$ cat config.mk
export PLATFORM = sky130hd
export DESIGN_NAME = strobe_demux
export DESIGN_NICKNAME = d
export VERILOG_FILES = /design/src/rtl/strobe_demux.sv
export SDC_FILE = /design/constraint.sdc
export NUM_CORES = 1
export LEC_CHECK = 0
export ABC_AREA = 1
export BUFFER_PORTS_ARGS = -buffer_cell sky130_fd_sc_hd__buf_2
export CAP_MARGIN = 20
export CORE_ASPECT_RATIO = 1.2
export CORE_MARGIN = 3
export CORE_UTILIZATION = 47
export CTS_BUF_LIST = sky130_fd_sc_hd__clkbuf_16
export CTS_CLUSTER_SIZE = 20
export DETAILED_ROUTE_END_ITERATION = 8
export GPL_TIMING_DRIVEN = 1
export MAX_ROUTING_LAYER = met4
export PLACE_DENSITY = 0.73
export SYNTH_ARGS = -nofsm -noshare
export SYNTH_HDL_FRONTEND = slang
export SYNTH_SLANG_ARGS = --single-unit
$ cat constraint.sdc
create_clock -name clk -period 1.3 [get_ports clk]
set_input_delay 0.26 -clock clk [delete_from_list [all_inputs] [get_ports clk]]
set_output_delay 0.26 -clock clk [all_outputs]
set_load 0.05 [all_outputs]
$ cat src/rtl/strobe_demux.sv
// ---------------------------------------------------------------------------
// strobe_demux
//
// Purpose:
//   Registered, timed successor to the 3-to-8 active-low demux. A request
//   latches a select address, waits SETUP cycles for the address to settle,
//   drives out_n[sel] low for PULSE cycles, then waits HOLD cycles before the
//   access completes. The result is glitch-free, width-controlled chip-select
//   and write strobes for the device-select bus.
//
// Ports:
//   clk      in   1        system clock, rising edge
//   reset_n  in   1        asynchronous active-low reset
//   req      in   1        access request, sampled only while idle
//   sel      in   SEL_W    target strobe index, sampled with req
//   busy     out  1        access in progress; req ignored while high
//   done     out  1        one-cycle pulse marking the end of an access
//   err      out  1        sticky out-of-range flag (optional feature)
//   out_n    out  OUTPUTS  active-low strobes, at most one low at a time
//
// Optional feature (macro STROBE_DEMUX_ERR_EN):
//   Defined   : a request with sel >= OUTPUTS sets the sticky err flag, is
//               dropped without running the timing, and done pulses on the
//               following cycle.
//   Undefined : err is tied low; out-of-range accesses run the full timing
//               without asserting any strobe.
// ---------------------------------------------------------------------------
module strobe_demux #(
    parameter int SEL_W   = 3,
    parameter int OUTPUTS = 8,
    parameter int SETUP   = 1,
    parameter int PULSE   = 2,
    parameter int HOLD    = 1
) (
    input  logic               clk,
    input  logic               reset_n,
    input  logic               req,
    input  logic [SEL_W-1:0]   sel,
    output logic               busy,
    output logic               done,
    output logic               err,
    output logic [OUTPUTS-1:0] out_n
);

    localparam int MAX_T = (SETUP > PULSE) ? ((SETUP > HOLD) ? SETUP : HOLD)
                                           : ((PULSE > HOLD) ? PULSE : HOLD);
    localparam int CNT_W = $clog2(MAX_T + 1);

    // Terminal counts; a phase whose length is zero is never entered, so its
    // terminal value is irrelevant and clamped to zero.
    localparam logic [CNT_W-1:0] SETUP_LAST = CNT_W'((SETUP > 0) ? SETUP - 1 : 0);
    localparam logic [CNT_W-1:0] PULSE_LAST = CNT_W'(PULSE - 1);
    localparam logic [CNT_W-1:0] HOLD_LAST  = CNT_W'((HOLD > 0) ? HOLD - 1 : 0);

    typedef enum logic [1:0] {
        ST_IDLE   = 2'd0,
        ST_SETUP  = 2'd1,
        ST_ACTIVE = 2'd2,
        ST_HOLD   = 2'd3
    } state_t;

    state_t             state_q, state_d;
    logic [CNT_W-1:0]   cnt_q, cnt_d;
    logic [SEL_W-1:0]   sel_q, sel_d;
    logic               busy_q, busy_d;
    logic               done_q, done_d;
    logic               err_q, err_d;
    logic [OUTPUTS-1:0] out_n_q, out_n_d;

`ifdef STROBE_DEMUX_ERR_EN
    logic sel_in_range_s;
    // OUTPUTS may equal 2**SEL_W, so compare one bit wider than sel.
    assign sel_in_range_s = ({1'b0, sel} < (SEL_W + 1)'(OUTPUTS));
`endif

    // Next-state, counter and registered-output computation.
    always_comb begin
        state_d = state_q;
        cnt_d   = cnt_q;
        sel_d   = sel_q;
        done_d  = 1'b0;
`ifdef STROBE_DEMUX_ERR_EN
        err_d   = err_q;
`else
        err_d   = 1'b0;
`endif

        case (state_q)
            ST_IDLE: begin
                if (req) begin
`ifdef STROBE_DEMUX_ERR_EN
                    if (!sel_in_range_s) begin
                        // Dropped access: flag it and finish immediately.
                        err_d  = 1'b1;
                        done_d = 1'b1;
                    end else begin
                        sel_d   = sel;
                        cnt_d   = '0;
                        state_d = (SETUP > 0) ? ST_SETUP : ST_ACTIVE;
                    end
`else
                    sel_d   = sel;
                    cnt_d   = '0;
                    state_d = (SETUP > 0) ? ST_SETUP : ST_ACTIVE;
`endif
                end else begin
                    state_d = ST_IDLE;
                end
            end
            ST_SETUP: begin
                if (cnt_q == SETUP_LAST) begin
                    cnt_d   = '0;
                    state_d = ST_ACTIVE;
                end else begin
                    cnt_d = cnt_q + CNT_W'(1);
                end
            end
            ST_ACTIVE: begin
                if (cnt_q == PULSE_LAST) begin
                    cnt_d = '0;
                    if (HOLD > 0) begin
                        state_d = ST_HOLD;
                    end else begin
                        state_d = ST_IDLE;
                        done_d  = 1'b1;
                    end
                end else begin
                    cnt_d = cnt_q + CNT_W'(1);
                end
            end
            ST_HOLD: begin
                if (cnt_q == HOLD_LAST) begin
                    cnt_d   = '0;
                    state_d = ST_IDLE;
                    done_d  = 1'b1;
                end else begin
                    cnt_d = cnt_q + CNT_W'(1);
                end
            end
            default: begin
                cnt_d   = '0;
                state_d = ST_IDLE;
            end
        endcase

        busy_d = (state_d != ST_IDLE);

        // Decode from the next state and next select so the strobe register
        // changes on the same edge as the state, with no combinational output.
        // An out-of-range select matches no index and leaves every line high.
        for (int i = 0; i < OUTPUTS; i++) begin
            out_n_d[i] = !((state_d == ST_ACTIVE) && (sel_d == SEL_W'(i)));
        end
    end

    // State, counter, latched select and output registers.
    always_ff @(posedge clk or negedge reset_n) begin
        if (!reset_n) begin
            state_q <= ST_IDLE;
            cnt_q   <= '0;
            sel_q   <= '0;
            busy_q  <= 1'b0;
            done_q  <= 1'b0;
            err_q   <= 1'b0;
            out_n_q <= '1;
        end else begin
            state_q <= state_d;
            cnt_q   <= cnt_d;
            sel_q   <= sel_d;
            busy_q  <= busy_d;
            done_q  <= done_d;
            err_q   <= err_d;
            out_n_q <= out_n_d;
        end
    end

    assign busy  = busy_q;
    assign done  = done_q;
    assign err   = err_q;
    assign out_n = out_n_q;

endmodule
==> impl_metrics.csv, run 1 <==
group,metric,value,unit
run_status,status,"finished clean",
clock_tree,cts_max_path_buffers,2,
logic_synthesis,yosys_warnings,0,
floorplan,rows,16,
placed_design,dp_cells,120,
routing,vias_per_cell,4.955,
timing,final.period_utilization,97.75,%
layout,nFillCells,130,
timing,clock_skew,1.581,ps
routing,drt_iter0_drc,11,
layout,instances_no_fill,132,
timing,hold_ws,320.8,ps
logic_synthesis,synthDistinctLibCells,21,
layout,area_delta_synth_final,38.20,%
logic_synthesis,synth-seq-cells,17,
timing,rsz0062_at_grt,"yes",
clock_tree,clk_latency,240,ps
timing,setup_viol,0,
timing,fmax,787.0,MHz
grt,grt_first_pass_wirelength,2573,um
worst_setup_path,worstPathRequired,1460,ps
placed_design,io_buffers,15,
layout,insertedDiodeCount,0,
routing,finalWirelength,1569,um
logic_synthesis,netlist_area,832.0,um^2
floorplan,initial_core_util,50.08,%
layout,nets,125,
worst_hold_path,hp-class,"in -> reg",
timing,final_hold_viol_count,0,
placed_design,dp_hpwl,1070,um
floorplan,io_pins,17,
floorplan,die_width,44.41,um
layout,mostFrequentLayoutCells,"buf_2 (15), nand2_1 (11), buf_4 (11)",
logic_synthesis,synth_area_leaders,"dfrtp_1 (27%), dfstp_2 (25%), nand3_1 (9.0%)",
floorplan,dieArea,0.002313,mm^2
layout,layout_commonest_cell,"buf_2",
routing,post_drt_wl_per_cell,11.89,um
grt,antenna_found_initial,0,
worst_setup_path,worstSetupPathType,"reg -> reg",
logic_synthesis,synth_top_area_share,27.07,%
power_and_ir_drop,p_total,3168,uW
clock_tree,cts_tree,"built",
clock_tree,path_clk_slew,50,ps
worst_setup_path,cp.arrival,1430,ps
grt,grt_pass1_vias,620,
floorplan,design.core.area,0.001662,mm^2
logic_synthesis,avgSynthCellArea,9.789,um^2
worst_setup_path,endpoint_kind,"flop",
clock_tree,cts_buffers,3,
clock_tree,cts_htree_levels,1,
clock_tree,cts_sinks,17,
routing,drcViolationCount,0,
placed_design,dpl-instance-area,940.9,um^2
routing,firstDrtPassIters,4,
floorplan,die_height,52.09,um
grt,overflow,0,
power_and_ir_drop,powerDensity,2755,mW/mm^2
timing,min_period,1271,ps
layout,layout-drive-gt1-share,61.40,%
timing,slew_violations,0,
placed_design,gp_congestion,0.7932,
logic_synthesis,synth_fp_nets,95,
worst_setup_path,worstSetupStartpointType,"flop",
grt,grt_use_total,15.99,%
power_and_ir_drop,max-vdd-ir-drop,0.001426,V
job,drv_cap,0,
worst_setup_path,crit_fanout,10,
timing,finalSetupTns,0,ps
grt,grt_max_degree,18,
logic_synthesis,ys_seq_area_share,52.33,%
clock_tree,root_buffer,"clkbuf_16",
routing,vias,654,
routing,final_antenna_net_count,0,
logic_synthesis,syn_inst,85,
layout,postLayoutCellArea,0.001150,mm^2
logic_synthesis,synth_top_cell_by_area,"dfrtp_1",
power_and_ir_drop,power_leakage,0.0005488,uW
## critical path, cell delays in order, from the launching register on
cell	delay, ps
dfrtp_2	470
nor2_4	150
nand2_4	120
nand2_1	80
nand2_1	80
nor2_2	180
nand3_2	100
## power breakdown
group	switching, uW	internal [uW]
Combinational	1080	591
Sequential	140	755
Clock	194	411
## cell families after synthesis
logic type / after synthesis / share of synthesized area [%]
and+or+nand+nor: 45 / 30.23
DFF: 17 / 52.33
buffers and inverters: 14 / 7.669
AOI/OAI and AO/OA: 4 / 3.309
adders and majority gates: 4 / 6.015
other: 1 / 0.4507
## synthesized netlist by cell type, drive strengths merged
cell type and n:
a21oi 2, nor3 3, nand3 16, buf 2, nand4 1, nor2 7, nand3b 1, dfrtp 9
dfstp 8, ha 4, nand2 17, inv 12, conb 1, o21ai 2
## state kept, by name, indices dropped and copies added, names as in the netlist
register and flops:
busy 1, cnt_q 2, done 1, out_n 8
sel_q 3, state_q 2
## stage by stage
stage | util [%] | setup WS [ps]
5_1_grt | 69.20 | -53.14
3_5_place_dp | 56.63 | -34.24
4_1_cts | 62.80 | -10.36
3_3_place_gp | 56.63 | 20.98
6_report | 69.20 | 29.28
2_1_floorplan | - | 70.10
## final timing paths
path	slack [ps]	from	endpoint	depth (start not counted)
max	30	state_q[0]	out_n[6]	6
min	320	sel[2]	out_n[2]	3
max reg2reg	30	state_q[0]	out_n[6]	6
min reg2reg	540	sel_q[1]	sel_q[1]	2
max in group asynchronous	540	reset_n	out_n[5]	2
min in group asynchronous	460	reset_n	sel_q[2]	2
## area by class of cell
cell class / count / area, um^2 / share of cell area [%]
well taps: 18 / 22.52 / 1.959
clock inverters: 1 / 5.005 / 0.4353
inverters: 12 / 45.04 / 3.917
clock buffers: 3 / 75.07 / 6.529
multi-input cells: 54 / 396.6 / 34.49
flip-flops and latches: 17 / 437.9 / 38.08
repair buffers: 27 / 167.7 / 14.58
## metal layers
layer,routed length [um],share of wire [%],vias to the layer above,track usage [%]
li1,-,-,327,-
met4,42,2.7,0,10.55
met5,0,0,-,-
met3,76,4.8,6,2.422
met2,832,53,20,26.46
met1,619,39,301,17.51
## repair_timing
| item | in CTS | in global routing |
|---|---|---|
| setup buffers | 1 | 6 |
| setup endpoints to repair | 8 | 9 |
| gates resized for setup | 2 | 18 |
| endpoints found under the hold margin | 9 | 0 |
| hold buffers | 1 | 0 |
| pin swaps | 1 | 10 |
No activity file was read; power rests on OpenSTA's default activity.
==> run 2, diff against run 1 <==
- SLEW_MARGIN: not set -> 30
- clock period: 1.3 -> 1.1 ns (I/O delays scaled with it)
==> run 2 against run 1 <==
Against the previous run:
- clock-buffer cell count did not move
- register-to-register slack got worse by 240 ps
- critical path depth increased by 1
- critical endpoint unchanged
- fmax decreased by 2.8%
- global-route usage grew 1.9 points
- the run now ends with negative setup slack left
==> impl_metrics.csv, run 2 (synthesized netlist as in run 1, its figures left out) <==
group,metric,value,unit
run_status,status,"finished with violations",
run_status,violations,"negative setup slack",
clock_tree,root_buffer,"clkbuf_16",
routing,final_antenna_net_count,0,
layout,layout_commonest_cell,"buf_4",
worst_setup_path,crit_slowest_cell,"dfrtp_1",
grt,antenna_found_initial,0,
timing,fin_ws,-207.8,ps
clock_tree,cts_sinks,17,
worst_setup_path,max_stage_delay,420,ps
worst_setup_path,worstSetupPathType,"reg -> reg",
layout,area_delta_synth_final,54.89,%
clock_tree,cts_tree,"built",
timing,fmax,764.6,MHz
grt,overflow,0,
floorplan,initial_core_util,50.08,%
timing,min_period,1308,ps
routing,finalWirelength,1976,um
timing,clock_skew,0.6647,ps
placed_design,dp_hpwl,1119,um
routing,vias_per_cell,5.095,
floorplan,rows,16,
worst_setup_path,reg2reg_setup_slack,-210,ps
floorplan,die_height,52.09,um
routing,post_drt_wl_per_cell,14.42,um
timing,final.period_utilization,118.9,%
grt,grt_max_degree,18,
floorplan,design.core.area,0.001662,mm^2
worst_setup_path,worstSetupStartpointType,"flop",
layout,nets,130,
layout,largest_reg_flops,8,
timing,rsz0062_at_grt,"yes",
layout,insertedDiodeCount,0,
floorplan,die_width,44.41,um
clock_tree,cts_buffers,3,
timing,setup_viol,23,
worst_setup_path,cp_num_cells,7,
worst_setup_path,endpoint_kind,"flop",
grt,grt_pass1_vias,708,
power_and_ir_drop,max-vdd-ir-drop,0.001721,V
grt,grt_use_total,17.87,%
power_and_ir_drop,power_leakage,0.0006233,uW
power_and_ir_drop,p_total,4147,uW
layout,mostFrequentLayoutCells,"buf_4 (13), nand3_1 (11), nand2_1 (9)",
placed_design,dpl-instance-area,0.001007,mm^2
worst_hold_path,whs_path_depth,3,
power_and_ir_drop,powerDensity,3218,mW/mm^2
worst_setup_path,cp_num_buf_inv,2,
worst_setup_path,cp_common_cell,"inv_2",
routing,vias,698,
layout,fin_util,77.56,%
worst_setup_path,ff2ff_path_depth,7,
clock_tree,clk_latency,240,ps
placed_design,gp_congestion,0.8205,
clock_tree,path_clk_slew,50,ps
worst_setup_path,crit_fanout,8,
routing,drcViolationCount,0,
placed_design,pre_cts_ws,-130.7,ps
worst_setup_path,cp.arrival,1460,ps
worst_setup_path,worstPathRequired,1250,ps
layout,layout-drive-gt1-share,63.03,%
clock_tree,cts_htree_levels,1,
worst_setup_path,cp_top_family,"simple AND/OR/NAND/NOR gates",
job,drv_cap,0,
placed_design,io_buffers,15,
floorplan,dieArea,0.002313,mm^2
worst_setup_path,path_cells,"inv_2 > ha_4 > inv_2 > nand2_4 > nand3_4 > nor2_4 > nand3_1",
layout,postLayoutCellArea,0.001289,mm^2
timing,final_hold_viol_count,0,
clock_tree,cts_max_path_buffers,2,
floorplan,io_pins,17,
routing,firstDrtPassIters,2,
routing,drt_iter0_drc,4,
grt,grt_first_pass_wirelength,2980,um
worst_hold_path,hp-class,"in -> reg",
timing,slew_violations,0,
==> run 2: cell types whose count changed in the layout (fill, tap and decap cells not counted), sizes merged <==
| cell | previous run | this run |
|---|---|---|
| buf | 26 | 30 |
| nand2 | 17 | 18 |
==> run 2: power by group <==
part | internal [uW] | switching (uW)
clock | 486 | 229
sequential | 897 | 188
combinational | 972 | 1380
==> run 2: path summary, 6_finish.rpt <==
check / startpoint / end
worst min register to register: sel_q[0] / sel_q[0]
worst max-delay path: cnt_q[0] / out_n[6]
max in group asynchronous: reset_n / out_n[7]
worst min-delay path: sel[2] / out_n[2]
worst max register to register: cnt_q[0] / out_n[6]
min in group asynchronous: reset_n / cnt_q[0]
==> run 2: per-stage QoR <==
step	cells	hold slack, ps	TNS, ps
global placement	126	154.0	-613.2
global route	137	296.8	-3012
floorplan	85	-75.59	-298.2
CTS	134	270.1	-1585
finish	137	265.3	-2129
detailed placement	126	156.3	-973.4
==> run 2: final cells by class <==
| class | count | area, um^2 |
|---|---|---|
| inverter | 12 | 45.04 |
| clock buffer | 3 | 75.07 |
| multi-input combinational | 55 | 417.9 |
| timing repair buffer | 31 | 285.3 |
| sequential | 17 | 437.9 |
| clock inverter | 1 | 5.005 |
| fill | 92 | 372.9 |
| tap | 18 | 22.52 |
==> run 2: routing by layer <==
| layer | global-route usage, % | vias up | wire, um |
|---|---|---|---|
| met1 | 20.43 | 340 | 814 |
| met4 | 9.548 | 0 | 44 |
| met3 | 2.076 | 4 | 55 |
| li1 | - | 340 | - |
| met5 | - | - | 0 |
| met2 | 30.10 | 14 | 1062 |
==> run 2: worst register-to-register path: stages, from the launching register on <==
cell	delay (ps)
dfrtp_1	420
inv_2	100
ha_4	150
inv_2	50
nand2_4	70
nand3_4	90
nor2_4	210
nand3_1	130
==> run 2: repair_timing <==
| item | 4_1_cts | 5_1_grt |
|---|---|---|
| endpoints found under the hold margin | 9 | 0 |
| cloned | 1 | 0 |
| pin swaps | 5 | 5 |
| gates resized for setup | 31 | 10 |
| setup buffers | 2 | 3 |
| hold buffers | 1 | 0 |
| endpoints found under the setup margin | 20 | 24 |
==> run 3, diff against run 2 <==
- TNS_END_PERCENT: not set -> 20
==> run 3 against run 2 <==
Against the previous run:
- the flow still finishes with violations (negative setup slack)
- clock power hardly changed
- worst setup slack gained 54 ps
- fmax is 4.3% higher
- die area is the same
==> impl_metrics.csv, run 3 (synthesized netlist as in run 1, its figures left out) <==
group,metric,value,unit
clock_tree,cts_buffers,3,
floorplan,io_pins,17,
worst_setup_path,rr_startpoint,"cnt_q[0]",
worst_hold_path,hp-class,"in -> reg",
worst_setup_path,path_cells,"inv_2 > ha_4 > a21oi_2 > nor2_2 > nor2_4 > nand3_1",
timing,hold_ws,268.4,ps
timing,final.period_utilization,114.0,%
grt,grt_max_degree,18,
routing,firstDrtPassIters,5,
worst_setup_path,reg2reg_setup_slack,-150,ps
run_status,status,"finished with violations",
clock_tree,path_clk_slew,50,ps
grt,grt_use_total,16.94,%
placed_design,dp_cells,128,
grt,antenna_found_initial,0,
power_and_ir_drop,p_total,4018,uW
clock_tree,cts_tree,"built",
layout,nFillCells,105,
timing,fmax,797.4,MHz
worst_setup_path,max_stage_delay,380,ps
worst_setup_path,endpoint_kind,"flop",
worst_setup_path,cp.arrival,1420,ps
routing,drcViolationCount,0,
placed_design,dp_hpwl,1177,um
grt,grt_pass1_vias,650,
routing,finalWirelength,1711,um
grt,overflow,0,
routing,final_antenna_net_count,0,
worst_setup_path,worstPathRequired,1260,ps
worst_setup_path,worstSetupPathType,"reg -> reg",
timing,min_period,1254,ps
grt,grt_first_pass_wirelength,2677,um
floorplan,die_width,44.41,um
worst_setup_path,worstSetupStartpointType,"flop",
layout,instances_no_fill,137,
clock_tree,cts_sinks,17,
timing,finalSetupTns,-1811,ps
timing,clock_skew,3.045,ps
timing,rsz0062_at_grt,"yes",
clock_tree,cts_max_path_buffers,2,
routing,vias_per_cell,4.934,
routing,drt_iter0_drc,4,
power_and_ir_drop,power_leakage,0.0006111,uW
timing,fin_ws,-154.0,ps
timing,setup_viol,21,
routing,post_drt_wl_per_cell,12.49,um
layout,layout_commonest_cell,"buf_4",
floorplan,dieArea,0.002313,mm^2
layout,insertedDiodeCount,0,
worst_setup_path,crit_slowest_cell,"dfrtp_1",
worst_setup_path,ff2ff_path_depth,6,
placed_design,gp_congestion,0.8206,
power_and_ir_drop,max-vdd-ir-drop,0.001472,V
routing,vias,676,
worst_setup_path,cp_num_buf_inv,1,
layout,nets,130,
worst_hold_path,hp-start,"sel[2]",
floorplan,design.core.area,0.001662,mm^2
layout,area_delta_synth_final,50.38,%
worst_hold_path,min_to,"out_n[3]",
timing,slew_violations,0,
worst_setup_path,r2r_end,"out_n[2]",
floorplan,rows,16,
placed_design,io_buffers,15,
timing,final_hold_viol_count,0,
floorplan,initial_core_util,50.08,%
job,drv_cap,0,
layout,largest_reg_flops,8,
clock_tree,root_buffer,"clkbuf_16",
worst_setup_path,crit_fanout,8,
worst_hold_path,whs_path_depth,3,
clock_tree,clk_latency,250,ps
worst_setup_path,startpoint,"cnt_q[0]",
layout,layout-drive-gt1-share,57.98,%
run_status,violations,"negative setup slack",
power_and_ir_drop,powerDensity,3211,mW/mm^2
floorplan,die_height,52.09,um
layout,fin_util,75.30,%
layout,mostFrequentLayoutCells,"buf_4 (15), nand3_1 (12), nand2_1 (11)",
clock_tree,cts_htree_levels,1,
worst_setup_path,cp_top_family,"simple AND/OR/NAND/NOR gates",
## run 3: final cells by class
type | instances | area, um^2 | area share [%]
inverters | 12 | 45.04 | 3.600
clock buffers | 3 | 75.07 | 6.000
clock inverters | 1 | 3.754 | 0.3000
multi-input cells | 54 | 377.9 | 30.20
well taps | 18 | 22.52 | 1.800
repair buffers | 32 | 289.0 | 23.10
flip-flops and latches | 17 | 437.9 | 35.00
## run 3: layer usage
layer	vias up	GRT usage [%]	part of all wire (%)
met5	-	-	0
met4	0	10.55	2.7
met3	6	3.114	4.7
met2	21	29.37	51
met1	312	17.25	41
li1	337	-	-
## run 3: how the worst max path moves through the flow
| stage | endpoint | cells after the start |
|---|---|---|
| finish | out_n[2] | 6 |
| global route | out_n[2] | 6 |
| CTS | out_n[2] | 7 |
| detailed placement | out_n[7] | 5 |
| global placement | out_n[3] | 7 |
| floorplan | out_n[2] | 7 |
## run 3: tightest hold or removal path: stages
cell and delay (ps):
buf_2 90, o21ai_2 90, nand3_2 80
## run 3: repair_timing
action	in CTS	in global routing
buffers inserted	0	4
hold endpoints to repair	9	0
resized for setup	28	5
hold buffers	1	0
endpoints found under the setup margin	23	23
pin swaps	1	5
## run 3: through the flow
stage                     instance area (um^2)  setup slack, ps
final                                     1251           -154.0
after global routing                      1251           -219.0
after CTS                                 1204           -131.2
after detailed placement                  1022           -159.9
after global placement                    1022           -88.11
after floorplan                          853.3           -37.84
## run 3: power by group
group / leakage, uW / switching, uW / internal [uW] / total [uW]
combinational: 0.000374 / 1320 / 935 / 2260
sequential: 0.000195 / 152 / 898 / 1050
clock: 0.0000423 / 229 / 482 / 712
